--- config.mk ---
export PLATFORM = sky130hd
export DESIGN_NAME = uart_rx_fifo
export DESIGN_NICKNAME = d
export VERILOG_FILES = /design/src/rtl/uart_rx_fifo.sv
export SDC_FILE = /design/constraint.sdc
export NUM_CORES = 1
export LEC_CHECK = 0
export ABC_AREA = 1
export CORE_MARGIN = 8
export CORE_UTILIZATION = 60
export CTS_CLUSTER_SIZE = 12
export DETAILED_ROUTE_END_ITERATION = 10
export HOLD_SLACK_MARGIN = 0.05
export PLACE_DENSITY = 0.8
export RECOVER_POWER = 25
export SLEW_MARGIN = 20
export SYNTH_ARGS = -nofsm -noshare
export SYNTH_HDL_FRONTEND = slang
export SYNTH_SLANG_ARGS = --single-unit
--- constraint.sdc ---
create_clock -name clk -period 5.85 [get_ports clk]
set_input_delay 0.585 -clock clk [delete_from_list [all_inputs] [get_ports clk]]
set_output_delay 0.585 -clock clk [all_outputs]
set_load 0.005 [all_outputs]
--- src/rtl/uart_rx_fifo.sv ---
// uart_rx_fifo: 8N1 UART receiver into a first-word-fall-through FIFO (din serial in; data/valid/ready byte stream out; frame_err/overflow one-cycle pulses; count = occupancy)
module uart_rx_fifo #(
  parameter int CLK_FREQ = 100_000_000,
  parameter int BAUD_RATE = 9600,
  parameter int FIFO_DEPTH = 4
) (
  input  logic clk,
  input  logic rst,
  input  logic din,
  output logic [7:0] data,
  output logic valid,
  input  logic ready,
  output logic frame_err,
  output logic overflow,
  output logic [$clog2(FIFO_DEPTH):0] count
);
  localparam int CPB = CLK_FREQ / BAUD_RATE;
  localparam int CW = $clog2(CPB);
  localparam int AW = $clog2(FIFO_DEPTH);
  localparam logic [CW-1:0] HALF = CW'(CPB / 2 - 1);
  localparam logic [CW-1:0] LAST = CW'(CPB - 1);
  typedef enum logic [2:0] {IDLE, START, DATA, STOP, WAIT_HIGH} state_t;
  state_t state, state_n;
  logic s1, din_s, push, ferr_n, pop, full, wr;
  logic [CW-1:0] cnt, cnt_n;
  logic [2:0] idx, idx_n;
  logic [7:0] sh, sh_n;
  logic [7:0] mem [FIFO_DEPTH];
  logic [AW-1:0] wp, rp;
  assign valid = count != '0;
  assign full = count == (AW+1)'(FIFO_DEPTH);
  assign pop = valid && ready;
  assign wr = push && (!full || pop);
  assign data = valid ? mem[rp] : 8'h00;
  always_comb begin
    state_n = state;
    cnt_n = cnt + CW'(1);
    idx_n = idx;
    sh_n = sh;
    push = 1'b0;
    ferr_n = 1'b0;
    case (state)
      IDLE: begin
        cnt_n = '0;
        state_n = din_s ? IDLE : START;
      end
      START: if (cnt == HALF) begin
        cnt_n = '0;
        idx_n = '0;
        state_n = din_s ? IDLE : DATA;
      end
      DATA: if (cnt == LAST) begin
        cnt_n = '0;
        sh_n = {din_s, sh[7:1]};
        idx_n = idx + 3'd1;
        state_n = idx == 3'd7 ? STOP : DATA;
      end
      STOP: if (cnt == LAST) begin
        cnt_n = '0;
        push = din_s;
        ferr_n = !din_s;
        state_n = din_s ? IDLE : WAIT_HIGH;
      end
      WAIT_HIGH: begin
        cnt_n = '0;
        state_n = din_s ? IDLE : WAIT_HIGH;
      end
      default: state_n = IDLE;
    endcase
  end
  always_ff @(posedge clk) begin
    if (rst) begin
      s1 <= 1'b1;
      din_s <= 1'b1;
      state <= IDLE;
      cnt <= '0;
      idx <= '0;
      sh <= '0;
      frame_err <= 1'b0;
      overflow <= 1'b0;
      wp <= '0;
      rp <= '0;
      count <= '0;
    end else begin
      s1 <= din;
      din_s <= s1;
      state <= state_n;
      cnt <= cnt_n;
      idx <= idx_n;
      sh <= sh_n;
      frame_err <= ferr_n;
      overflow <= push && full && !pop;
      wp <= wr ? wp + AW'(1) : wp;
      rp <= pop ? rp + AW'(1) : rp;
      count <= count + (AW+1)'(wr) - (AW+1)'(pop);
    end
  end
  always_ff @(posedge clk)
    if (!rst && wr) mem[wp] <= sh;
endmodule

## Word-level counts from Yosys, hierarchy flattened

Memories as Yosys holds them, arrays and structs flattened. A register that Yosys moved wholly into a read port is not among the register bits.
Cells that the tools add are included.

- $add $sub $neg: 6
- Eq/ne operators: 11
- Mux-type cells: 21
- Reductions and logical operators: 19
- Bitwise logic cells: 2

Operators with widths:

| kind | count |
|---|---|
| $pmux W14 S3 | 1 |
| $mux W14 | 2 |
| $mux W3 | 6 |
| $pmux W3 S5 | 1 |
| $add A14 B1 Y14 const B | 1 |
| $eq A14 B13 Y1 const B | 1 |
| $eq A14 B14 Y1 const B | 1 |
| $eq A3 B3 Y1 const B | 3 |
| $mux W8 | 1 |
| $eq A3 B2 Y1 const B | 2 |
| $mux W1 | 6 |
| $mux W2 | 3 |
| $ne A2 B2 Y1 const B | 3 |
| $pmux W3 S2 | 1 |
| $reduce_and A3 Y1 | 2 |
| $logic_and A1 B1 Y1 | 5 |
| $add A2 B1 Y2 const B | 2 |
| $logic_not A1 Y1 | 4 |
| $reduce_or A2 Y1 | 2 |
| $add A3 B1 Y3 | 1 |
| $add A3 B1 Y3 const B | 1 |
| $eq A3 B1 Y1 const B | 1 |
| $logic_not A3 Y1 | 1 |
| $reduce_bool A3 Y1 | 1 |
| other kinds (6) | 7 |

- Bits of input ports: 4
- RAM bits: 32
- Output and inout port bits: 14
- Register bits: 39
- Memories kept: 1
- Word-level logic and storage cells: 71

Memories:

| memory | words | width | rd ports | clocked after memory_dff | write ports | RTL line | source |
|---|---|---|---|---|---|---|---|
| mem | 4 | 8 | 1 | 1 | 1 | 28 | `logic [7:0] mem [FIFO_DEPTH];` |

## Depth between registers and ports, before layout

Gate-level depths: netlist of run 1.

- Word-level depth: 7
- Gate-level depth with buffers: 14
- Mapped depth without buffers: 14

## Worst setup path after synthesis of run 1

OpenSTA, ideal clock, no wires.

- Path kind: flip-flop to flip-flop
- Start: register cnt[0]
- End: register count[2]
- Period minus slack after synthesis: 2,445 ps
- Setup time: 124 ps
- Slack: 3,405 ps
- Path buffers: 0
- Data arrival time: 2,321 ps
- Data required time: 5,726 ps
- Stages on the path, launching flop included: 15
- Path through: dfxtp_1 -> ha_1 -> nand2_2 -> nor2_4 -> nand3_2 -> nor2_2 -> nand4_1 -> ha_1 -> inv_1 -> ha_1 -> inv_1 -> fa_1 -> xor2_1 -> o21ai_0 -> a21oi_1

- Cells in the longest elaborated chain, start to end: 6

Ends and longest elaborated chain:

| item | RTL line | source |
|---|---|---|
| from (decl) | 25 | `logic [CW-1:0] cnt, cnt_n;` |
| from (signal assigned) | 88 | `cnt <= cnt_n;` |
| $eq A14 B14 Y1 | 58 | `STOP: if (cnt == LAST) begin` |
| $mux W1 | 58 |  |
| $mux W1 | 42 | `case (state)` |
| $logic_and A1 B1 Y1 | 33 | `assign wr = push && (!full \|\| pop);` |
| $add A3 B1 Y3 | 95 | `count <= count + (AW+1)'(wr) - (AW+1)'(pop);` |
| $sub A3 B1 Y3 | 95 |  |
| to (signal assigned) | 95 |  |
| to (decl) | 15 | `output logic [$clog2(FIFO_DEPTH):0] count` |

Every way passes these cells.
A chain may end at the register's enable or synchronous reset.

==> results.md, run 1 <==
- The number of max-slew violations in the final report is 0.
- Post-CTS timing repair inserted 0 buffers for setup.
- The number of nets in the layout is 391.
- Counting both buffers and inverters, the worst setup path holds a total of 2.
- The last weighted congestion value of the routability-driven placer is 0.894.
- The total number of placement rows is 26.
- The simple-gate share of the synthesized area is 23.4%.
- The maximum clock skew at final layout is 7.40 ps.
- Clock-pin slew was measured on the worst setup and hold paths at 80 ps.
- The fill cell total of the finished layout is 409.
- After synthesis, the share of cell area in mux cells is 0%.
- The detail route stage leaves a number of antenna-violating nets equal to 0.
- Once layout is complete, the cells apart from fillers number 452.
- The quantity of gates resized following cts is 0.
- The first detailed-routing pass took 5 iterations.
- The post-detailed-routing wire length is 6250 um.
- The post-DP HPWL is 4470 um.
- The y dimension of the die is 89.1 um.
- In this run the power density over the cells is 324 mW/mm^2.
- After the first detailed-routing iteration, the DRC count stood at 108.
- After global routing the overflow that remains totals 0.
- Input and output buffers added on the ports amount to 17.
- The adder-cell share of the synthesized area is 4.14%.
- The number of global-route vias before repair is 2,272.
- The number of maximum-capacitance violations is 0.
- The die covers 0.00794 mm^2.
- The sort of element at the end of the critical path is an output port.
- 18 I/O pins were placed.
- The number of clock buffers added by TritonCTS is 9.
- In this run the worst setup path terminates at data[1].
- The sequential area share after synthesis is 55.6%.
- The global-route wire length before repair is 10,400 um.
- The diode insertion count for antenna repair is 0.
- The area growth from synthesis to layout is 12.2%.
- The upper clock frequency limit is 0.357 GHz.
- The synthesized netlist devotes 7.80% of its cell area to compound gates.
- The cell count after synthesis is 359.
- The mean instance size in the synthesized netlist is 8.93 um^2.
- The setup slack on the worst flop-to-flop path is 3120 ps.
- By startpoint and endpoint, the worst setup path is classified as reg2out.
- Setup repair after global routing left no endpoint under its margin.
- The largest family of logic cells by synthesized area is simple AND/OR/NAND/NOR gates.
- The CTS tree is done.
- Counting buffers and inverters, the worst setup path is 4 cells deep.
- The worst path uses 47.9% of the clock period.
- The kind of launch point of the worst setup path is a flip-flop.
- The critical path's largest stage delay is 690 ps.
- The largest fanout on the critical path is 17.
- The post-synthesis register bit count is 73.
- The required arrival time at the worst endpoint is 5270 ps.
- The initial cell density of the core is 62.4%.
- The area share of xor/xnor cells in the synthesized design is 3.00%.
- The average wire length per cell after detail routing is 13.8 um.
- The proportion of synthesized flip-flops having asynchronous set or reset is 0%.
- Cells with a size suffix above 1 make up 9.69% of the layout.
- At the pin with the least slew margin, the transition time is 695 ps.
- STA puts the critical path data arrival time at 2210 ps.
- Setup violations remaining at the end of the flow were counted as 0.
- By area the synthesized netlist is led by sky130_fd_sc_hd__edfxtp_1 (30%), sky130_fd_sc_hd__dfxtp_1 (26%), sky130_fd_sc_hd__nor2_1 (10%).
- The detail-routed via count per cell is 5.22.
- The worst reg2reg path endpoint is count[2]$_SDFF_PP0_.
- The largest area contributor in the synthesized netlist is sky130_fd_sc_hd__edfxtp_1.
- The count of cell types in the netlist is 30.
- The worst vdd rail ir drop is 0.000212 V.
- The number of synthesis warnings is 0.
- The count of hold buffers inserted by post-cts repair is 0.
- After routing, the total negative slack on setup checks comes to 0 ps.
- The number of sinks handled by clock tree synthesis is 73.
- The cell count after placement is 436.
- The total count of hold-check failures in the final report is 0.
- The core region is 0.00514 mm^2.
- The shortest clock period the worst path allows after layout is 2800 ps.
- The analysis attributes to cell leakage a power of 1.45 nW.
- Entering global routing, the biggest net connects 18 pins.
- The critical-path cell with the highest stage delay is sky130_fd_sc_hd__dfxtp_1.
- In this run the worst hold path is classified as reg2reg.
- The number of H-tree branching levels is 3.
- The flow ran to the end, and the final reports show no timing, DRC or antenna violations.
- The clock latency of the later-clocked register in the worst-skew pair is 350 ps.
- In the routed design, unresolved DRC markers number 0.
- The number of synthesized flops with an enable pin is 32.
- The number of antenna violations at the first check in global routing is 0.
- In this run the most critical hold path is launched from s1$_SDFF_PP1_.
- Measured in cells, the most critical reg-to-reg path has a length of 14.
- The critical path goes through inv_2 > o21ai_0 > a21oi_1 > clkdlybuf4s50_1.
- The width of the chip is 89.1 um.
- The tree is rooted in a sky130_fd_sc_hd__clkbuf_8.
- In this run the critical register-to-register path is launched from cnt[0]$_SDFF_PP0_.
- Global routing used 17.0% of the available tracks.
- The detailed router placed 2,358 vias in this run.
- The clock passes through at most 2 buffers.
- The portion of synthesized cell area occupied by the leading cell type is 30.0%.
- The net count of the mapped netlist is 373.
- The dominant delay contributor by cell family on the critical path is buffers and inverters.
- Headroom to the max-slew limit came out at 53.4%.
- For this run, the leading register cell type out of synthesis is sky130_fd_sc_hd__dfxtp_1.
- In this run the cell area of the synthesized design comes to 0.00321 mm^2.
## metal layers
| layer | up-vias | wire length, um | global-route usage (%) |
|---|---|---|---|
| met3 | 13 | 213 | 3.03 |
| met5 | - | 0 | 0 |
| met2 | 43 | 3040 | 29.2 |
| met1 | 1093 | 2870 | 20.0 |
| met4 | 0 | 126 | 8.46 |
| li1 | 1209 | - | - |
## stage by stage
stage / worst slack (ps) / power [W] / hold WS (ps) / instance area [um^2] / util, %
floorplan: 3400 / 0.000702 / 389 / 3210 / -
global placement: 3070 / 0.000783 / 393 / 3400 / 66.2
detailed placement: 2990 / 0.000792 / 399 / 3400 / 66.2
CTS: 3050 / 0.00117 / 420 / 3600 / 70.0
global route: 2870 / 0.00122 / 452 / 3600 / 70.0
finish: 3050 / 0.00117 / 416 / 3600 / 70.0
## cell usage in the layout (no fill, tap or decap), types with 3 or more instances in the layout
cell,instances
sky130_fd_sc_hd__clkbuf_8,9
sky130_fd_sc_hd__clkdlybuf4s50_1,17
sky130_fd_sc_hd__o21ai_0,30
sky130_fd_sc_hd__nand3_2,3
sky130_fd_sc_hd__edfxtp_1,32
sky130_fd_sc_hd__inv_1,33
sky130_fd_sc_hd__nand2_2,4
sky130_fd_sc_hd__nand4_1,4
sky130_fd_sc_hd__nand3_1,17
sky130_fd_sc_hd__nor2_2,6
sky130_fd_sc_hd__clkinv_2,3
sky130_fd_sc_hd__nor2_1,86
sky130_fd_sc_hd__nand2_1,37
sky130_fd_sc_hd__a21oi_1,17
sky130_fd_sc_hd__ha_1,9
sky130_fd_sc_hd__dfxtp_1,41
sky130_fd_sc_hd__nor3_1,7
sky130_fd_sc_hd__xor2_1,10
## worst min path at each step
stage                        to  slack, ps  depth (start not counted)
2_1_floorplan  din_s$_SDFF_PP1_        390                          1
3_3_place_gp   din_s$_SDFF_PP1_        390                          1
3_5_place_dp   din_s$_SDFF_PP1_        400                          1
4_1_cts        din_s$_SDFF_PP1_        420                          1
5_1_grt        din_s$_SDFF_PP1_        450                          1
6_report       din_s$_SDFF_PP1_        420                          1
## area by class of cell
| cell class | instances | area, um^2 | share of cell area (%) |
|---|---|---|---|
| Multi-Input combinational cell | 240 | 1230 | 34.2 |
| Inverter | 36 | 135 | 3.76 |
| Tap cell | 70 | 87.6 | 2.43 |
| Clock buffer | 9 | 124 | 3.44 |
| Sequential cell | 73 | 1780 | 49.5 |
| Clock inverter | 7 | 70.1 | 1.95 |
| Timing Repair Buffer | 17 | 170 | 4.73 |
## flip-flops by register name, indices dropped and copies added (netlist names), named ones only
name / count
mem: 32
cnt: 14
sh: 8
count: 3
idx: 3
state: 3
rp: 2
wp: 2
din_s: 1
frame_err: 1
overflow: 1
s1: 1
## cells by family after synthesis
| kind of cell | Yosys count |
|---|---|
| AND/OR/NAND/NOR | 170 |
| flip-flops | 73 |
| AO/OA/AOI/OAI | 49 |
| buffers and inverters | 46 |
| XOR/XNOR | 11 |
| adder cells (fa/ha/maj) | 10 |
## synth_stat cells, types with 2 or more instances
master                      n
sky130_fd_sc_hd__nand4_1    4
sky130_fd_sc_hd__nor3_1     7
sky130_fd_sc_hd__ha_1       9
sky130_fd_sc_hd__nand2_1   37
sky130_fd_sc_hd__nand2_2    4
sky130_fd_sc_hd__a21oi_1   17
sky130_fd_sc_hd__or2_2      2
sky130_fd_sc_hd__dfxtp_1   41
sky130_fd_sc_hd__nor2_1    86
sky130_fd_sc_hd__buf_6      2
sky130_fd_sc_hd__clkbuf_1   4
sky130_fd_sc_hd__nor2_2     6
sky130_fd_sc_hd__inv_1     33
sky130_fd_sc_hd__o21ai_0   30
sky130_fd_sc_hd__nand3_1   17
sky130_fd_sc_hd__edfxtp_1  32
sky130_fd_sc_hd__xor2_1    10
sky130_fd_sc_hd__buf_2      3
sky130_fd_sc_hd__nand3_2    3
sky130_fd_sc_hd__inv_2      2
## power by group
group          internal (W)  switching [W]
sequential         0.000545      0.0000304
clock              0.000197       0.000189
combinational     0.0000974       0.000109
(Power assumes the default switching activity.)
==> run 2: changes to the inputs <==
- CORE_UTILIZATION: 60 -> 59
- PLACE_DENSITY: 0.8 -> 0.79
- clock period: 5.85 -> 2.7 ns (I/O delays scaled with it)
==> run 2 against run 1 <==
Hold slack better by 1.2 ps. Total power up 110%. Global-route usage down 1.5 points. Die area up 1.4%. Critical path type is now reg2reg. Setup slack worse by 2900 ps. Clock power up 91%. Sequential share of layout area down 0.85 points. Non-clock buffer count up 11. Cell count up 2.9%. Combinational power up 130%.
==> results.md, run 2 (synthesis gave the netlist of run 1 again) <==
- The clock latency of the later-clocked register in the worst-skew pair is 340 ps (about the same).
- The kind of launch point of the worst setup path is a flip-flop.
- The core area is 0.00537 mm^2 (+4.5%).
- The initial cell density of the core came to 59.7% (-2.7 points).
- The cell count after placement is 448 (+2.8%).
- The number of remaining DRC errors came to 0 (unchanged).
- The portion of total power attributed to sequential cells is 50.7% (+1.4 points).
- The accumulated negative setup slack is 0 ps (unchanged).
- The setup-violating endpoint count in the final report is 0 (unchanged).
- The number of sinks handled by clock tree synthesis came to 73 (unchanged).
- The clock power share is 30.0% (-3.0 points).
- The post-detailed-routing wire length is 6060 um (-3.0%).
- The largest individual stage delay along the critical path comes from the cell sky130_fd_sc_hd__fa_1.
- The largest fanout on the critical path is 3 (-14).
- The number of global-route vias before repair is 2,397 (+5.5%).
- The maximum clock skew at final layout is 4.80 ps (-2.61 ps).
- The last weighted congestion value of the routability-driven placer is 0.863 (-3.4%).
- The leakage power total is 1.48 nW (+2.5%).
- The number of maximum-capacitance violations is 0 (unchanged).
- The number of buffers created by CTS is 9 (unchanged).
- The register name with the most flops is mem.
- Traced cell by cell, the critical path runs through ha_1 > nand2_2 > nor2_4 > nand3_2 > nor2_2 > nand4_1 > ha_1 > inv_1 > ha_1 > inv_1 > fa_1 > xor2_1 > o21ai_0 > a21oi_1.
- The total number of placement rows is 27 (+3.8%).
- The DRC violation total after the first TritonRoute iteration is 148 (+37%).
- The count of buffering cells on the critical path with inverters included is 2 (unchanged).
- The post-route non-filler standard cell count was 465 (+2.9%).
- The global route total overflow came to 0 (unchanged).
- In this design, the largest share of critical-path delay is due to adder cells.
- The diode insertion count for antenna repair came to 0 (unchanged).
- The full die area came to 0.00805 mm^2 (+1.4%).
- In the layout the commonest cells are sky130_fd_sc_hd__nor2_1 (86), sky130_fd_sc_hd__dfxtp_1 (40), sky130_fd_sc_hd__nand2_1 (37).
- The worst vdd rail ir drop is 0.000454 V (+110%).
- The detail-routed via count per cell is 5.17 (-0.86%).
- The overall global routing resource usage is 15.5% (-1.5 points).
- The internal cell power is 0.00176 W (+110%).
- The number of I/O pins is 18 (unchanged).
- The largest registers in the layout are mem x32, cnt x14, sh x8.
- Leaving out fill and tap cells, the most frequent cell in the layout is sky130_fd_sc_hd__nor2_1.
- The number of optimization iterations in the first detailed-route pass came to 5 (unchanged).
- The final critical path takes up 94.0% of the cycle.
- The total number of vias is 2,405 (+2.0%).
- The residual antenna-violating net count after detailed routing is 0 (unchanged).
- The largest net degree at the start of global routing is 18 (unchanged).
- The critical path's largest stage delay is 370 ps (-320 ps).
- The CTS tree is done.
- The y dimension of the die was 89.7 um (+0.70%).
- The combinational share of power is 19.3% (+1.6 points).
- The width of the chip was 89.7 um (+0.70%).
- The count of buffers from port buffering is 17 (unchanged).
- The power spent charging and discharging nets is 0.000703 W (+110%).
- The clock input transition at the sequential cells of the worst setup and hold paths was 70 ps (about the same).
- The power density of the placed cells is 673 mW/mm^2 (+110%).
- The total count of hold-check failures in the final report is 0 (unchanged).
- The worst slew margin relative to its limit is 58.5% (+5.0 points).
- The transition at the pin with the smallest max-transition slack is 622 ps (-72.5 ps).
- The upper clock frequency limit is 0.394 GHz.
- The global-route wire length before repair is 10,400 um (about the same).
- The final core area utilization is 68.2% (-1.8 points).
- The post-DP HPWL is 4210 um (-5.9%).
- CTS placed an instance of sky130_fd_sc_hd__clkbuf_8 at the clock tree root.
- The number of H-tree branching levels was 3 (unchanged).
- The switching power as a share of total power was 28.5% (+0.38 points).
- STA classifies the critical path endpoint as a flip-flop.
- The run finished with clean final reports.
- Setup repair after global routing left no endpoint under its margin.
- The required arrival time at the worst endpoint was 2910 ps (-2360 ps).
- The flip-flop count of the largest register, all copies and words added was 32 (unchanged).
- The layout cell share with drive strength beyond 1 is 12.0% (+2.3 points).
- The maximum buffer depth of the clock tree is 2 (unchanged).
- The average wire length per cell after detail routing is 13.0 um (-5.7%).
- Relative to the synthesized area, the layout overhead comes to 14.2%.
- The min-delay analysis places its worst path in the category reg2reg.
- The number of antenna violations at the first check in global routing was 0 (unchanged).
- The startpoint-to-endpoint class of the critical path is reg2reg.
- The shortest clock period the worst path allows after layout is 2540 ps.
- The number of max-slew violations in the final report was 0 (unchanged).
- The number of nets in the layout came to 402 (+2.8%).
- The total power draw came to 0.00247 W (+110%).
- The signal arrival time at the worst endpoint is 2750 ps (+540 ps).
- Among the stages of the critical path, the cell type that occurs most often is sky130_fd_sc_hd__ha_1.
## run 2: cell types whose count changed in the layout (fill, tap and decap cells not counted), sizes merged
cell / before / now
buf: 0 / 11
clkbuf: 9 / 11
clkinv: 5 / 3
clkinvlp: 1 / 3
bufinv: 1 / 0
inv: 36 / 35
## run 2: per-stage QoR
step / area [um^2] / setup slack (ps) / hold WS, ps
final: 3660 / 161 / 417
after global routing: 3660 / 3.86 / 441
after CTS: 3650 / 73.9 / 421
after detailed placement: 3480 / 88.2 / 404
after global placement: 3480 / 198 / 395
after floorplan: 3210 / 255 / 374
## run 2: power groups by stage
stage,clock network (W),registers [W],logic [W]
after global placement,0,0.00127,0.000464
after global routing,0.000807,0.00126,0.000532
after CTS,0.000760,0.00125,0.000480
final,0.000739,0.00125,0.000477
after detailed placement,0,0.00127,0.000477
after floorplan,0,0.00124,0.000285
## run 2: worst paths after layout
| path | start | to | slack [ps] | cells past startpoint |
|---|---|---|---|---|
| worst min register to register | s1$_SDFF_PP1_ | din_s$_SDFF_PP1_ | 420 | 1 |
| worst min-delay path | s1$_SDFF_PP1_ | din_s$_SDFF_PP1_ | 420 | 1 |
| worst max register to register | cnt[1]$_SDFF_PP0_ | count[2]$_SDFF_PP0_ | 160 | 14 |
| worst max-delay path | cnt[1]$_SDFF_PP0_ | count[2]$_SDFF_PP0_ | 160 | 14 |
## run 2: final cells by class
type,count,area (um^2)
clock buffers,11,141
clock inverters,5,31.3
well taps,72,90.1
multi-input cells,240,1230
fillers,419,1710
inverters,36,135
repair buffers,28,253
flip-flops and latches,73,1780
## run 2: layer usage
metal	global-route usage (%)	routed length, um	vias to the layer above
met3	4.41	311	13
met5	0	0	-
met1	17.2	2560	1102
li1	-	-	1226
met2	26.0	3060	64
met4	8.89	130	0
## run 2: repair_timing
action,4_1_cts,5_1_grt
gates resized for setup,0,1
endpoints found under the setup margin,0,1
hold buffers,0,0
setup buffers,0,1
==> run 3: changes to the inputs <==
- SLEW_MARGIN: 20 -> 0
==> results of run 3 <==
Final layout, timing and power as in run 2 (identical DEF).
